[config.mk]
export PLATFORM = sky130hd
export DESIGN_NAME = bgd_mul_share_ctrl_flat
export DESIGN_NICKNAME = d
export VERILOG_FILES = /design/src/rtl/bgd_mul_pkg.sv /design/src/rtl/bgd_mul_share_ctrl_if.sv /design/src/rtl/bgd_rr_arbiter.sv /design/src/rtl/bgd_mul_share_ctrl.sv /design/src/flat_wrapper.sv
export SDC_FILE = /design/constraint.sdc
export NUM_CORES = 1
export LEC_CHECK = 0
export ABC_AREA = 1
export BUFFER_PORTS_ARGS = -buffer_cell sky130_fd_sc_hd__clkbuf_2
export CORE_ASPECT_RATIO = 0.8
export CORE_MARGIN = 2
export CORE_UTILIZATION = 48
export DETAILED_ROUTE_END_ITERATION = 16
export PLACE_DENSITY = 0.93
export SYNTH_ARGS = -nofsm -noshare
export SYNTH_HDL_FRONTEND = slang
export SYNTH_SLANG_ARGS = --single-unit
[constraint.sdc]
create_clock -name clk -period 3.89 [get_ports clk]
set_input_delay 0 -clock clk [delete_from_list [all_inputs] [get_ports clk]]
set_output_delay 0 -clock clk [all_outputs]
set_load 0.01 [all_outputs]
[src/rtl/bgd_mul_pkg.sv]
// Shared types and defaults for the BGD multiplier-sharing controller.
// Shadow entries carry a fixed 3-bit id so any requester count up to 8 fits.
package bgd_mul_pkg;
  localparam int DATA_W  = 13;
  localparam int ID_W    = 2;
  localparam int MAX_REQ = 8;
  localparam int SH_ID_W = 3;

  typedef struct packed {
    logic               valid;
    logic [SH_ID_W-1:0] id;
  } shadow_t;

  function automatic logic [MAX_REQ-1:0] id_to_onehot(input logic [SH_ID_W-1:0] id);
    id_to_onehot     = '0;
    id_to_onehot[id] = 1'b1;
  endfunction
endpackage

[src/rtl/bgd_mul_share_ctrl_if.sv]
// Requester and result handshake bundle for the shared-multiplier controller.
// Handshake rule: a beat transfers on a clock edge where valid & ready are both high.
interface bgd_mul_share_ctrl_if #(
  parameter int NUM_REQ = 4,
  parameter int DATA_W  = bgd_mul_pkg::DATA_W,
  parameter int ID_W    = bgd_mul_pkg::ID_W
);
  logic [NUM_REQ-1:0]        req_valid;
  logic [NUM_REQ-1:0]        req_ready;
  logic [NUM_REQ*DATA_W-1:0] req_a;
  logic [NUM_REQ*DATA_W-1:0] req_b;
  logic                      res_valid;
  logic                      res_ready;
  logic [DATA_W-1:0]         res_data;
  logic [ID_W-1:0]           res_id;

  modport master (
    output req_valid, req_a, req_b, res_ready,
    input  req_ready, res_valid, res_data, res_id
  );

  modport slave (
    input  req_valid, req_a, req_b, res_ready,
    output req_ready, res_valid, res_data, res_id
  );
endinterface

[src/rtl/bgd_rr_arbiter.sv]
// Round-robin arbiter: searches upward from the pointer, wrapping to 0.
// The pointer moves past the winner only when the grant is actually taken.
module bgd_rr_arbiter #(
  parameter int NUM_REQ = 4,
  parameter int IDX_W   = (NUM_REQ > 1) ? $clog2(NUM_REQ) : 1
) (
  input  logic               clk,
  input  logic               reset,
  input  logic [NUM_REQ-1:0] req,
  input  logic               advance,
  output logic [NUM_REQ-1:0] grant,
  output logic [IDX_W-1:0]   idx
);
  logic [IDX_W-1:0] ptr;
  logic [IDX_W-1:0] cidx;
  logic             found;
  int               cand;

  always_comb begin
    grant = '0;
    idx   = '0;
    found = 1'b0;
    cand  = 0;
    cidx  = '0;
    for (int k = 0; k < NUM_REQ; k++) begin
      cand = int'(ptr) + k;
      if (cand >= NUM_REQ) cand = cand - NUM_REQ;
      cidx = IDX_W'(cand);
      if (!found && req[cidx]) begin
        found       = 1'b1;
        grant[cidx] = 1'b1;
        idx         = cidx;
      end
    end
  end

  always_ff @(posedge clk) begin
    if (reset) begin
      ptr <= '0;
    end else if (advance) begin
      ptr <= (int'(idx) == NUM_REQ - 1) ? '0 : idx + IDX_W'(1);
    end
  end
endmodule

[src/rtl/bgd_mul_share_ctrl.sv]
// Shares one pipelined, ce-stalled 13x13 multiplier among NUM_REQ requesters,
// tracking in-flight ids in a shadow pipeline that mirrors the multiplier.
module bgd_mul_share_ctrl #(
  parameter int NUM_REQ = 4,
  parameter int DATA_W  = bgd_mul_pkg::DATA_W,
  parameter int MUL_LAT = 3,
  parameter int ID_W    = bgd_mul_pkg::ID_W
) (
  input  logic                           clk,
  input  logic                           reset,
  bgd_mul_share_ctrl_if.slave            bus,
  output logic                           mul_ce,
  output logic [DATA_W-1:0]              mul_din0,
  output logic [DATA_W-1:0]              mul_din1,
  input  logic [DATA_W-1:0]              mul_dout,
  output logic [$clog2(MUL_LAT+1)-1:0]   inflight
);
  import bgd_mul_pkg::*;

  localparam int CNT_W = $clog2(MUL_LAT + 1);

  logic               stall, xfer, res_hs, any_req;
  logic [NUM_REQ-1:0] grant;
  logic [ID_W-1:0]    win_idx;
  logic [DATA_W-1:0]  win_a, win_b, hold_a, hold_b;
  shadow_t            sh [MUL_LAT];

  // A waiting result freezes the whole pipe, multiplier included.
  assign stall         = bus.res_valid & ~bus.res_ready;
  assign mul_ce        = ~stall;
  assign any_req       = |grant;
  assign xfer          = mul_ce & any_req;
  assign res_hs        = bus.res_valid & bus.res_ready;
  assign bus.req_ready = grant & {NUM_REQ{mul_ce}};

  bgd_rr_arbiter #(
    .NUM_REQ (NUM_REQ),
    .IDX_W   (ID_W)
  ) u_arb (
    .clk     (clk),
    .reset   (reset),
    .req     (bus.req_valid),
    .advance (xfer),
    .grant   (grant),
    .idx     (win_idx)
  );

  assign win_a = bus.req_a[int'(win_idx)*DATA_W +: DATA_W];
  assign win_b = bus.req_b[int'(win_idx)*DATA_W +: DATA_W];

  // Idle cycles replay the last granted operands so the DSP inputs stay quiet.
  always_ff @(posedge clk) begin
    if (reset) begin
      hold_a <= '0;
      hold_b <= '0;
    end else if (xfer) begin
      hold_a <= win_a;
      hold_b <= win_b;
    end
  end

  assign mul_din0 = any_req ? win_a : hold_a;
  assign mul_din1 = any_req ? win_b : hold_b;

  always_ff @(posedge clk) begin
    if (reset) begin
      for (int i = 0; i < MUL_LAT; i++) sh[i] <= '0;
    end else if (mul_ce) begin
      sh[0].valid <= xfer;
      sh[0].id    <= SH_ID_W'(win_idx);
      for (int i = 1; i < MUL_LAT; i++) sh[i] <= sh[i-1];
    end
  end

  assign bus.res_valid = sh[MUL_LAT-1].valid;
  assign bus.res_id    = ID_W'(sh[MUL_LAT-1].id);
  assign bus.res_data  = mul_dout;

  always_ff @(posedge clk) begin
    if (reset) begin
      inflight <= '0;
    end else begin
      case ({xfer, res_hs})
        2'b10:   inflight <= inflight + CNT_W'(1);
        2'b01:   inflight <= inflight - CNT_W'(1);
        default: inflight <= inflight;
      endcase
    end
  end
endmodule

[src/flat_wrapper.sv]
// flat-port wrapper written by rule: the top's interface ports become plain ports
module bgd_mul_share_ctrl_flat import bgd_mul_pkg::*;
#(
  parameter int NUM_REQ = 4,
  parameter int DATA_W  = bgd_mul_pkg::DATA_W,
  parameter int MUL_LAT = 3,
  parameter int ID_W    = bgd_mul_pkg::ID_W
)
  (clk, reset, mul_ce, mul_din0, mul_din1, mul_dout, inflight, bus_req_valid, bus_req_a, bus_req_b, bus_res_ready, bus_req_ready, bus_res_valid, bus_res_data, bus_res_id);
  bgd_mul_share_ctrl_if #(.NUM_REQ(NUM_REQ), .DATA_W(DATA_W), .ID_W(ID_W)) bus_i ();
  input  logic clk;
  input  logic reset;
  output logic mul_ce;
  output logic [DATA_W-1:0] mul_din0;
  output logic [DATA_W-1:0] mul_din1;
  input  logic [DATA_W-1:0] mul_dout;
  output logic [$clog2(MUL_LAT+1)-1:0] inflight;
  input wire logic [$bits(bus_i.req_valid)-1:0] bus_req_valid;
  input wire logic [$bits(bus_i.req_a)-1:0] bus_req_a;
  input wire logic [$bits(bus_i.req_b)-1:0] bus_req_b;
  input wire logic [$bits(bus_i.res_ready)-1:0] bus_res_ready;
  output wire logic [$bits(bus_i.req_ready)-1:0] bus_req_ready;
  output wire logic [$bits(bus_i.res_valid)-1:0] bus_res_valid;
  output wire logic [$bits(bus_i.res_data)-1:0] bus_res_data;
  output wire logic [$bits(bus_i.res_id)-1:0] bus_res_id;
  assign bus_i.req_valid = bus_req_valid;
  assign bus_i.req_a = bus_req_a;
  assign bus_i.req_b = bus_req_b;
  assign bus_i.res_ready = bus_res_ready;
  assign bus_req_ready = bus_i.req_ready;
  assign bus_res_valid = bus_i.res_valid;
  assign bus_res_data = bus_i.res_data;
  assign bus_res_id = bus_i.res_id;
  bgd_mul_share_ctrl #(.NUM_REQ(NUM_REQ), .DATA_W(DATA_W), .MUL_LAT(MUL_LAT), .ID_W(ID_W)) u_core (.clk(clk), .reset(reset), .bus(bus_i), .mul_ce(mul_ce), .mul_din0(mul_din0), .mul_din1(mul_din1), .mul_dout(mul_dout), .inflight(inflight));
endmodule
; ---- Yosys cells after proc, flatten, opt, wreduce, memory -nomap -nowiden
; Memory sizes are Yosys's and may differ from the RTL's.
; Index checks and enable logic that the tools add are counted.
[totals]
n_memories = 1
ramBits = 12
out_inout_bits = 49
wordCells = 102
inputBits = 124
register_bits = 30
[memory_table]
columns = name, words, word_bits, read_ports, rd_ports_with_merged_regs, wr, line_no
row1 = u_core.sh, 3, 4, 3, 0, 3, bgd_mul_share_ctrl.sv:26  ; shadow_t sh [MUL_LAT];
[classes]
order_cmp = 12
mux = 44
mul = 1
bitwise = 13
n_eq_ne = 3
reduce_logical = 12
n_shift = 2
n_addsub = 10
[op_table]
columns = op, n
row1 = $shiftx 52x32->13, 2
row2 = $mux 13, 2
row3 = $mux 4, 6
row4 = $mux 2, 9
row5 = $mux 1, 17
row6 = $lt 2x3->1 const B, 4
row7 = $or 4x4->4, 3
row8 = $sub 2x1->2 const B, 5
row9 = $ge 3x3->1 const B, 3
row10 = $bmux 1 s2, 4
row11 = $demux 1 s2, 4
row12 = $ge 2x1->1 const B, 4
row13 = $logic_and 1x1->1, 7
row14 = $add 2x2->3 const B, 2
row15 = $mul 2x4->6 const B, 1
row16 = $add 2x1->2 const B, 2
row17 = $and 4x4->4, 1
row18 = $eq 2x1->1 const B, 2
row19 = $or 1x1->1, 4
row20 = $pmux 2 s2, 1
row21 = $reduce_or 4->1, 1
row22 = $add 2x1->3 const B, 1
row23 = $and 1x1->1, 3
row24 = $ge 2x3->1 const B, 1
row25 = 5 further kinds, 8

; ---- Logic depth before layout (Yosys ltp)
; Gate-level depths: netlist of run 1.
[depth]
depth_word = 18
mapped_depth = 21
depth_no_buf = 18

; ---- Modules after synthesis
; From an unflattened synthesis of run 1, not the netlist that was laid out.
[unflattened]
hier_cells = 615
hier_area_um2 = 3523.4
[by_module_without_submodules]
columns = module, instances, seq_area_each_um2, cells_per_inst, area_each_um2
row1 = bgd_mul_share_ctrl, 1, 830.8, 527, 2942.8
row2 = bgd_rr_arbiter, 1, 40.0, 88, 580.6

; ---- Worst setup path after synthesis of run 1
; Ideal clock, no wire load.
[synth_path]
path_kind = register -> register
startpoint = register (tool-made name)
endpoint = register u_core.inflight[1]
n_path_buf = 3
setup_slack_ns = 1.010
stages_incl_launch_ff = 21
setup_ns = 0.070
t_arrival_ns = 2.810
synth_period_minus_slack_ns = 2.880
t_required_ns = 3.820
path_cell_list = dfxtp_1 buf_6 inv_4 buf_6 ha_1 inv_1 nand3_1 nand2_2 nor2_2 a21oi_1 nand3_1 nor2_4 nand2_2 nand2_2 buf_2 ha_1 inv_1 nand2_1 nor2_1 o21ai_0 a21oi_1
[synth_lines]
columns = item, line_no
row1 = end signal: assignment, bgd_mul_share_ctrl.sv:84  ; 2'b10: inflight <= inflight + CNT_W'(1);
row2 = end signal: assignment, bgd_mul_share_ctrl.sv:85  ; 2'b01: inflight <= inflight - CNT_W'(1);
row3 = end signal: assignment, bgd_mul_share_ctrl.sv:86  ; default: inflight <= inflight;
row4 = end: declaration, bgd_mul_share_ctrl.sv:16  ; output logic [$clog2(MUL_LAT+1)-1:0] inflight

==> results of run 1 <==
==> path summary, 6_finish.rpt <==
check | endpoint | slack (ps) | cells past startpoint | from
setup / recovery | mul_din0[7] | 430 | 17 | flop
hold / removal | bus_res_data[9] | 0.004 | 0 | mul_dout[9]
setup reg to reg | u_core.inflight[1] | 580 | 17 | flop
hold reg to reg | u_core.inflight[1] | 460 | 1 | u_core.inflight[1]
==> layout make-up <==
type | count | area (um2)
timing repair buffer | 151 | 771
multi-input combinational | 456 | 2170
clock inverter | 3 | 43.8
sequential | 39 | 871
clock buffer | 5 | 68.8
fill | 755 | 3030
inverter | 108 | 410
tap | 105 | 131
==> flip-flops by register name, summed over array words and instances (netlist names), named ones only <==
signal and count:
u_core.hold_a 13, u_core.hold_b 13, u_core.sh 9, u_core.inflight 2, u_core.u_arb.ptr 1
==> through the flow <==
| stage | std cells | util |
|---|---|---|
| final | 867 | 0.596 |
| after global routing | 867 | 0.596 |
| after CTS | 866 | 0.593 |
| after detailed placement | 857 | 0.576 |
| after global placement | 857 | 0.576 |
| after floorplan | 650 | - |
==> Yosys cell counts <==
cell / number / area share
nand4_1: 2 / 0.0033
o21ai_4: 1 / 0.0043
nor2_2: 2 / 0.0033
a22oi_1: 16 / 0.032
nor2_4: 3 / 0.0090
dfxtp_1: 30 / 0.16
nand2_4: 3 / 0.0090
buf_6: 11 / 0.033
nand3_1: 63 / 0.084
ha_1: 7 / 0.023
a21boi_1: 1 / 0.0020
clkinv_1: 2 / 0.0020
o21ai_0: 19 / 0.025
buf_2: 11 / 0.015
nor2_8: 2 / 0.011
a21oi_1: 6 / 0.0080
buf_4: 18 / 0.036
nand3_2: 2 / 0.0053
nor2_1: 77 / 0.077
inv_2: 3 / 0.0030
nand2_2: 7 / 0.012
a21boi_0: 3 / 0.0060
inv_1: 101 / 0.10
nand3b_1: 10 / 0.020
o21ai_1: 20 / 0.027
inv_4: 2 / 0.0033
clkbuf_1: 8 / 0.0080
edfxtp_1: 9 / 0.072
nand2_1: 211 / 0.21
==> cell families (layout without fill, tap and decap cells) <==
logic type	Yosys count	count (layout)
fa+ha+maj	7	7
flops	39	39
compound gates	66	66
simple gates	382	383
buf+inv	156	267
==> repair_timing <==
| action | 4_1_cts | 5_1_grt |
|---|---|---|
| resized for setup | 0 | 2 |
| setup endpoints to repair | 0 | 22 |
| hold endpoints to repair | 1 | 0 |
| hold buffers | 1 | 0 |
==> metal layers <==
metal	global-route usage	vias to the layer above	wire, um
li1	-	2200	-
met1	0.357	1834	4750
met2	0.346	220	4370
met3	0.0370	14	859
met4	0.0682	0	175
met5	0	-	0
==> critical path, cell delays in order, from the launching register on <==
cell      delay, ps
dfxtp_1         580
inv_4           160
ha_1            390
inv_1           180
nand3_1         110
nand2_2         120
nor2_8           60
nand2_4         110
inv_4            50
nand2_2         270
nand2_8         180
buf_4           250
o21ai_0         230
nand2_1          80
nand2_1         110
nand2_1          60
nand2_1          80
clkbuf_2        130
==> flow_metrics.tcl, run 1 <==
set metrics [dict create \
    ant_nets 0 \
    path_clk_slew_ps 80 \
    antenna_found_initial 0 \
    synth.area.mux_share 0 \
    antenna_cells 0 \
    ys_seq_area_frac 0.231 \
    critical_path_class "reg -> out" \
    setup_violations 0 \
    syn_avg_cell_area_um2 5.80 \
    synth_area_mm2 0.00377 \
    fin_ws_ps 435 \
    wl_um 10200 \
    hold_viol 0 \
    design_area_mm2 0.00447 \
    drc_errors 0 \
    synth-simple-area-share 0.442 \
    drive_gt1_frac 0.243 \
    rsz0062_at_grt "false" \
    end_kind "primary output" \
    grt_max_degree 56 \
    period_share 0.888 \
    dpl-instance-area_mm2 0.00432 \
    status "complete, no violations" \
    grt_pass1_vias 3682 \
    slew_violations 0 \
    numPortBuffers 146 \
    die_y_um 83.3 \
    clock_latency_ps 290 \
    synth_compound_area_frac 0.104 \
    dr.pass1.iters 5 \
    postSynthCellCount 650 \
    cts_setup_buffers 0 \
    relSlewSlack 0.167 \
    ys_types 29 \
    final_nets 892 \
    area_delta_synth_final_pct 18.4 \
    cts_buffers 5 \
    track_usage 0.237 \
    cts_max_path_buffers 2 \
    globalplace.congestion 0.985 \
    synth_seq_cells 39 \
    cts.sinks 39 \
    clock_skew_ps 8.07 \
    finalSetupTns_ps 0 \
    start_util 0.503 \
    final_cell_mix "210 x nand2_1, 146 x clkbuf_2, 101 x inv_1, 77 x nor2_1, 63 x nand3_1" \
    routed_via_density 4.92 \
    post-place-ws_ps 527 \
    cp.required_ps 3890 \
    drt_iter0_drc 261 \
    min_period_ps 3460 \
    wl_per_cell_um 11.7 \
    pin_count 173 \
    final_common_cell "nand2_1" \
    place_hpwl_um 7590 \
    tightest_slew_ps 1240 \
    synth-adder-area-share 0.0232 \
    synth_top_family_by_area "simple AND/OR/NAND/NOR gates" \
    h-tree-depth 2 \
    startpoint_type "flop" \
    hp-class "in -> out" \
    synthXorXnorAreaFrac 0 \
    path_max_fanout 23 \
    cts_tree "done" \
    coreArea_mm2 0.00750 \
    cp.arrival_ps 3460 \
    grt_overflow 0 \
    grt_pass1_wl_um 16800 \
    drv_cap 0 \
    ys_warn_count 0 \
    max_freq_mhz 289 \
    root_buffer "clkbuf_8" \
    row_count 28 \
    synth_fp_nets 781 \
    timing.hold.ws_ps 0.00443 \
    dr_total_vias 4268 \
    die_x_um 103 \
    dieArea_mm2 0.00859 \
]
Power of run 1 is left out: the tool's default activity adds up to more than one toggle a clock period on the data nets, which glitch-free logic cannot reach.
==> inputs of run 2 (changes only) <==
Settings changed: ABC_AREA 1 to unset, CORE_UTILIZATION 48 to 45, PLACE_DENSITY 0.93 to 0.92.
==> flow_metrics.tcl, run 2 <==
set metrics [dict create \
    die_x_um 96.3 \
    wl_per_cell_um 16.2 \
    cts_max_path_buffers 2 \
    end_kind "primary output" \
    globalplace.congestion 0.833 \
    track_usage 0.205 \
    setup_violations 0 \
    cts_buffers 5 \
    grt_pass1_vias 2654 \
    final_cells 482 \
    synth_ff_type "dfxtp_1" \
    critical_path_class "reg -> out" \
    netlist.area_leader.share 0.206 \
    reg_top3 "u_core.hold_a (13), u_core.hold_b (13), u_core.sh (9)" \
    coreArea_mm2 0.00651 \
    path_clk_slew_ps 80 \
    cp.required_ps 3890 \
    startpoint_type "flop" \
    relSlewSlack 0.498 \
    postSynthCellCount 272 \
    path_max_fanout 17 \
    dr.pass1.iters 4 \
    placedCellCount 474 \
    drt_iter0_drc 84 \
    die_y_um 77.9 \
    wl_um 7790 \
    cts.sinks 39 \
    cellLeakagePower_nw 1.89 \
    finalSetupTns_ps 0 \
    row_count 26 \
    area_delta_synth_final_pct 27.2 \
    synth_area_leader_cell "mux4_2" \
    drv_cap 0 \
    synth_area_mm2 0.00307 \
    final_nets 528 \
    antenna_found_initial 0 \
    status "complete, no violations" \
    antenna_cells 0 \
    hold_buffers 0 \
    drive_gt1_frac 0.578 \
    power_density_mw_per_mm2 949 \
    routed_via_density 5.49 \
    final_common_cell "clkbuf_2" \
    grt_pass1_wl_um 12100 \
    hold_viol 0 \
    dieArea_mm2 0.00750 \
    cp.arrival_ps 3600 \
    synth_fp_nets 403 \
    cts_setup_buffers 0 \
    pin_count 173 \
    drc_errors 0 \
    ir_drop_mv 0.483 \
    clock_skew_ps 7.03 \
    clock_latency_ps 290 \
    synth_edf_count 9 \
    slew_violations 0 \
    ys_top_cells_by_area "mux4_2 21%, dfxtp_1 20%, mux2_2 9.5%" \
    synth_common_cells "35 x nor2_1, 30 x dfxtp_1, 28 x mux2i_1, 28 x mux4_2, 26 x mux2_2" \
    grt_overflow 0 \
    place_hpwl_um 6040 \
    numPortBuffers 146 \
    synth_seq_cells 39 \
    synth_most_common_cell "nor2_1" \
    final_cell_mix "146 x clkbuf_2, 35 x nor2_1, 29 x dfxtp_1, 28 x mux2i_1, 28 x mux4_2" \
    dr_total_vias 2645 \
    hp-class "in -> out" \
    ys_types 46 \
    synth-async-reset-ratio 0 \
    ant_nets 0 \
    min_period_ps 3600 \
    root_buffer "clkbuf_8" \
    grt_max_degree 33 \
    cts_tree "done" \
    filler_cell_count 553 \
    ys_warn_count 0 \
    period_share 0.924 \
    syn_avg_cell_area_um2 11.3 \
    ys_seq_area_frac 0.284 \
    max_freq_mhz 278 \
    start_util 0.472 \
    tightest_slew_ps 752 \
    h-tree-depth 2 \
    rsz0062_at_grt "false" \
]
## run 2: power by group
| part | total, W | switching (W) | internal, W | leakage, nW |
|---|---|---|---|---|
| clock network | 0.000344 | 0.000153 | 0.000191 | 0.0581 |
| logic | 0.00273 | 0.00135 | 0.00138 | 1.47 |
| registers | 0.000630 | 0.0000684 | 0.000562 | 0.356 |
| total | 0.00370 | 0.00157 | 0.00213 | 1.89 |
## run 2: area by class of cell
class | instances | area (um2) | area share
Sequential cell | 39 | 872 | 0.223
Timing Repair Buffer | 154 | 816 | 0.209
Clock inverter | 3 | 43.8 | 0.0112
Inverter | 9 | 33.8 | 0.00866
Multi-Input combinational cell | 188 | 1960 | 0.503
Clock buffer | 5 | 68.8 | 0.0176
Tap cell | 84 | 105 | 0.0269
## run 2: what timing repair did
item,in CTS,in global routing
cloned,0,0
pin swaps,0,0
gates resized for setup,4,2
setup endpoints to repair,23,22
## run 2: worst max-delay path, cell delays in order, from the launching register on
cell and delay [ps]:
dfxtp_2 450, inv_1 140, ha_2 500, and3b_1 200, a21oi_1 60, o41ai_4 540
mux2i_4 330, buf_4 290, mux4_2 360, mux2_1 300, clkbuf_2 130
## run 2: cells by family after synthesis
group | Yosys count | synth area share
adders and majority gates | 7 | 0.0285
AOI/OAI and AO/OA | 22 | 0.0608
muxes | 84 | 0.400
xor gates and xnor gates | 3 | 0.00857
and+or+nand+nor | 72 | 0.125
buffers and inverters | 45 | 0.0926
DFF | 39 | 0.284
## run 2: final timing paths
kind / to / cells after the start / startpoint / slack [ps]
setup / recovery: mul_din1[1] / 10 / u_core.u_arb.ptr[1] / 290
hold / removal: bus_res_data[2] / 0 / mul_dout[2] / 0.004
setup reg to reg: u_core.inflight[1] / 12 / u_core.u_arb.ptr[1] / 410
hold reg to reg: u_core.hold_b[1] / 2 / u_core.hold_b[1] / 500
## run 2: stage by stage
stage / setup slack, ps / utilization / hold slack, ps / power, W / cell area [um2]
after global routing: 29.9 / 0.600 / 0.0327 / 0.00395 / 3900
after detailed placement: 276 / 0.579 / 0.0686 / 0.00337 / 3770
after CTS: 130 / 0.599 / 0.0686 / 0.00374 / 3900
after global placement: 389 / 0.579 / 0.0686 / 0.00326 / 3770
after floorplan: 305 / - / 91.8 / 0.00263 / 3070
final: 295 / 0.600 / 0.00447 / 0.00370 / 3900
## run 2: layer usage
layer  vias to the layer above  wire (um)  track usage
met4                         0         98       0.0549
li1                       1249          -            -
met5                         -          0            0
met1                      1255       3020        0.225
met2                       127       4050        0.389
met3                        14        626       0.0466
Power figures use the tool's default switching activity.
==> inputs of run 3 (changes only) <==
Settings changed: CORE_MARGIN 2 to unset.
==> flow_metrics.tcl, run 3 (synthesis results as in run 2) <==
set metrics [dict create \
    grt_pass1_vias 2505 \
    path_max_fanout 21 \
    antenna_found_initial 0 \
    reg_top3 "u_core.hold_a (13), u_core.hold_b (13), u_core.sh (9)" \
    die_x_um 94.3 \
    setup_violations 0 \
    dr_total_vias 2707 \
    power_density_mw_per_mm2 955 \
    critical_path_class "reg -> out" \
    final_common_cell "clkbuf_2" \
    clock_skew_ps 6.75 \
    wl_um 7870 \
    max_freq_mhz 276 \
    grt_overflow 0 \
    hold_buffers 0 \
    dr.pass1.iters 4 \
    finalSetupTns_ps 0 \
    design_area_mm2 0.00389 \
    power_frac_seq 0.172 \
    slew_violations 0 \
    p_sw_w 0.00157 \
    p_sw_frac 0.424 \
    numPortBuffers 146 \
    final_nets 529 \
    final_cell_mix "146 x clkbuf_2, 35 x nor2_1, 29 x dfxtp_1, 28 x mux2i_1, 28 x mux4_2" \
    hold_viol 0 \
    end_kind "primary output" \
    cts_buffers 5 \
    min_period_ps 3630 \
    final_cells 483 \
    drc_errors 0 \
    pwr-share-comb 0.742 \
    internal-power_w 0.00214 \
    period_share 0.933 \
    die_y_um 75.9 \
    dpl-instance-area_mm2 0.00377 \
    relSlewSlack 0.467 \
    cts.sinks 39 \
    wl_per_cell_um 16.3 \
    clock_latency_ps 280 \
    dieArea_mm2 0.00715 \
    cp.required_ps 3890 \
    grt_pass1_wl_um 11700 \
    row_count 26 \
    tightest_slew_ps 798 \
    cts_max_path_buffers 2 \
    regToRegSetupSlack_ps 370 \
    drt_iter0_drc 147 \
    ir_drop_mv 0.405 \
    drive_gt1_frac 0.569 \
    place_hpwl_um 6250 \
    coreArea_mm2 0.00647 \
    pin_count 173 \
    antenna_cells 0 \
    startpoint_type "flop" \
    cts_tree "done" \
    root_buffer "clkbuf_8" \
    h-tree-depth 2 \
    track_usage 0.215 \
    start_util 0.474 \
    cp.arrival_ps 3630 \
    globalplace.congestion 0.863 \
    rsz0062_at_grt "false" \
    placedCellCount 474 \
    area_delta_synth_final_pct 26.8 \
    cellLeakagePower_nw 1.89 \
    ant_nets 0 \
    fin_ws_ps 260 \
    hp-class "in -> out" \
    power_frac_clock 0.087 \
    drv_cap 0 \
    status "complete, no violations" \
    grt_max_degree 33 \
    path_clk_slew_ps 70 \
    post-place-ws_ps 267 \
    routed_via_density 5.60 \
]
## run 3: cell count changes in the layout (fill, tap and decap cells not counted)
cell       before  now
a2111oi_1       1    0
ha_1            6    7
a221oi_1        1    3
ha_2            1    0
a2111oi_0       0    1
clkinv_4        1    0
a221oi_2        4    2
clkinv_1        0    1
buf_4           6    7
## run 3: path summary, 6_finish.rpt
path,start,endpoint,depth (start not counted)
worst max-delay path,u_core.u_arb.ptr[1],mul_din1[1],10
worst min-delay path,mul_dout[1],bus_res_data[1],0
worst max register to register,u_core.u_arb.ptr[1],u_core.inflight[1],11
worst min register to register,u_core.hold_a[1],u_core.hold_a[1],2
## run 3: timing repair
action,CTS,global route
setup buffers,1,0
endpoints found under the setup margin,19,28
pin swaps,1,0
resized for setup,1,1
## run 3: power groups by stage
stage	combinational, W	clock (W)	sequential, W
finish	0.00275	0.000322	0.000637
global route	0.00295	0.000350	0.000653
CTS	0.00276	0.000331	0.000635
detailed placement	0.00273	0	0.000643
global placement	0.00265	0	0.000627
floorplan	0.00201	0	0.000626
## run 3: metrics by stage
stage	hold WS (ps)	total power [W]	utilization
after detailed placement	0.0686	0.00337	0.582
after global placement	0.0686	0.00328	0.582
after CTS	0.0686	0.00373	0.601
after floorplan	91.8	0.00263	-
after global routing	0.0272	0.00396	0.601
final	0.00356	0.00371	0.601
## run 3: area by class of cell
type | count | area (um2)
fillers | 553 | 2580
clock inverters | 3 | 38.8
inverters | 9 | 33.8
multi-input cells | 188 | 1950
clock buffers | 5 | 68.8
repair buffers | 155 | 823
flip-flops and latches | 39 | 872
well taps | 84 | 105
## run 3: worst max-delay path, stage by stage (launching register included)
cell and delay (ps):
dfxtp_2 450, inv_1 120, ha_1 470, and3b_1 270, a2111oi_0 390, o221a_2 300
or2_2 150, buf_12 200, mux4_2 550, mux2_1 300, clkbuf_2 130
## run 3: layer usage
| layer | track usage | vias to the layer above | part of all wire |
|---|---|---|---|
| li1 | - | 1254 | - |
| met1 | 0.248 | 1290 | 0.39 |
| met2 | 0.414 | 149 | 0.52 |
| met3 | 0.0329 | 14 | 0.074 |
| met4 | 0.0667 | 0 | 0.016 |
| met5 | 0 | - | 0 |
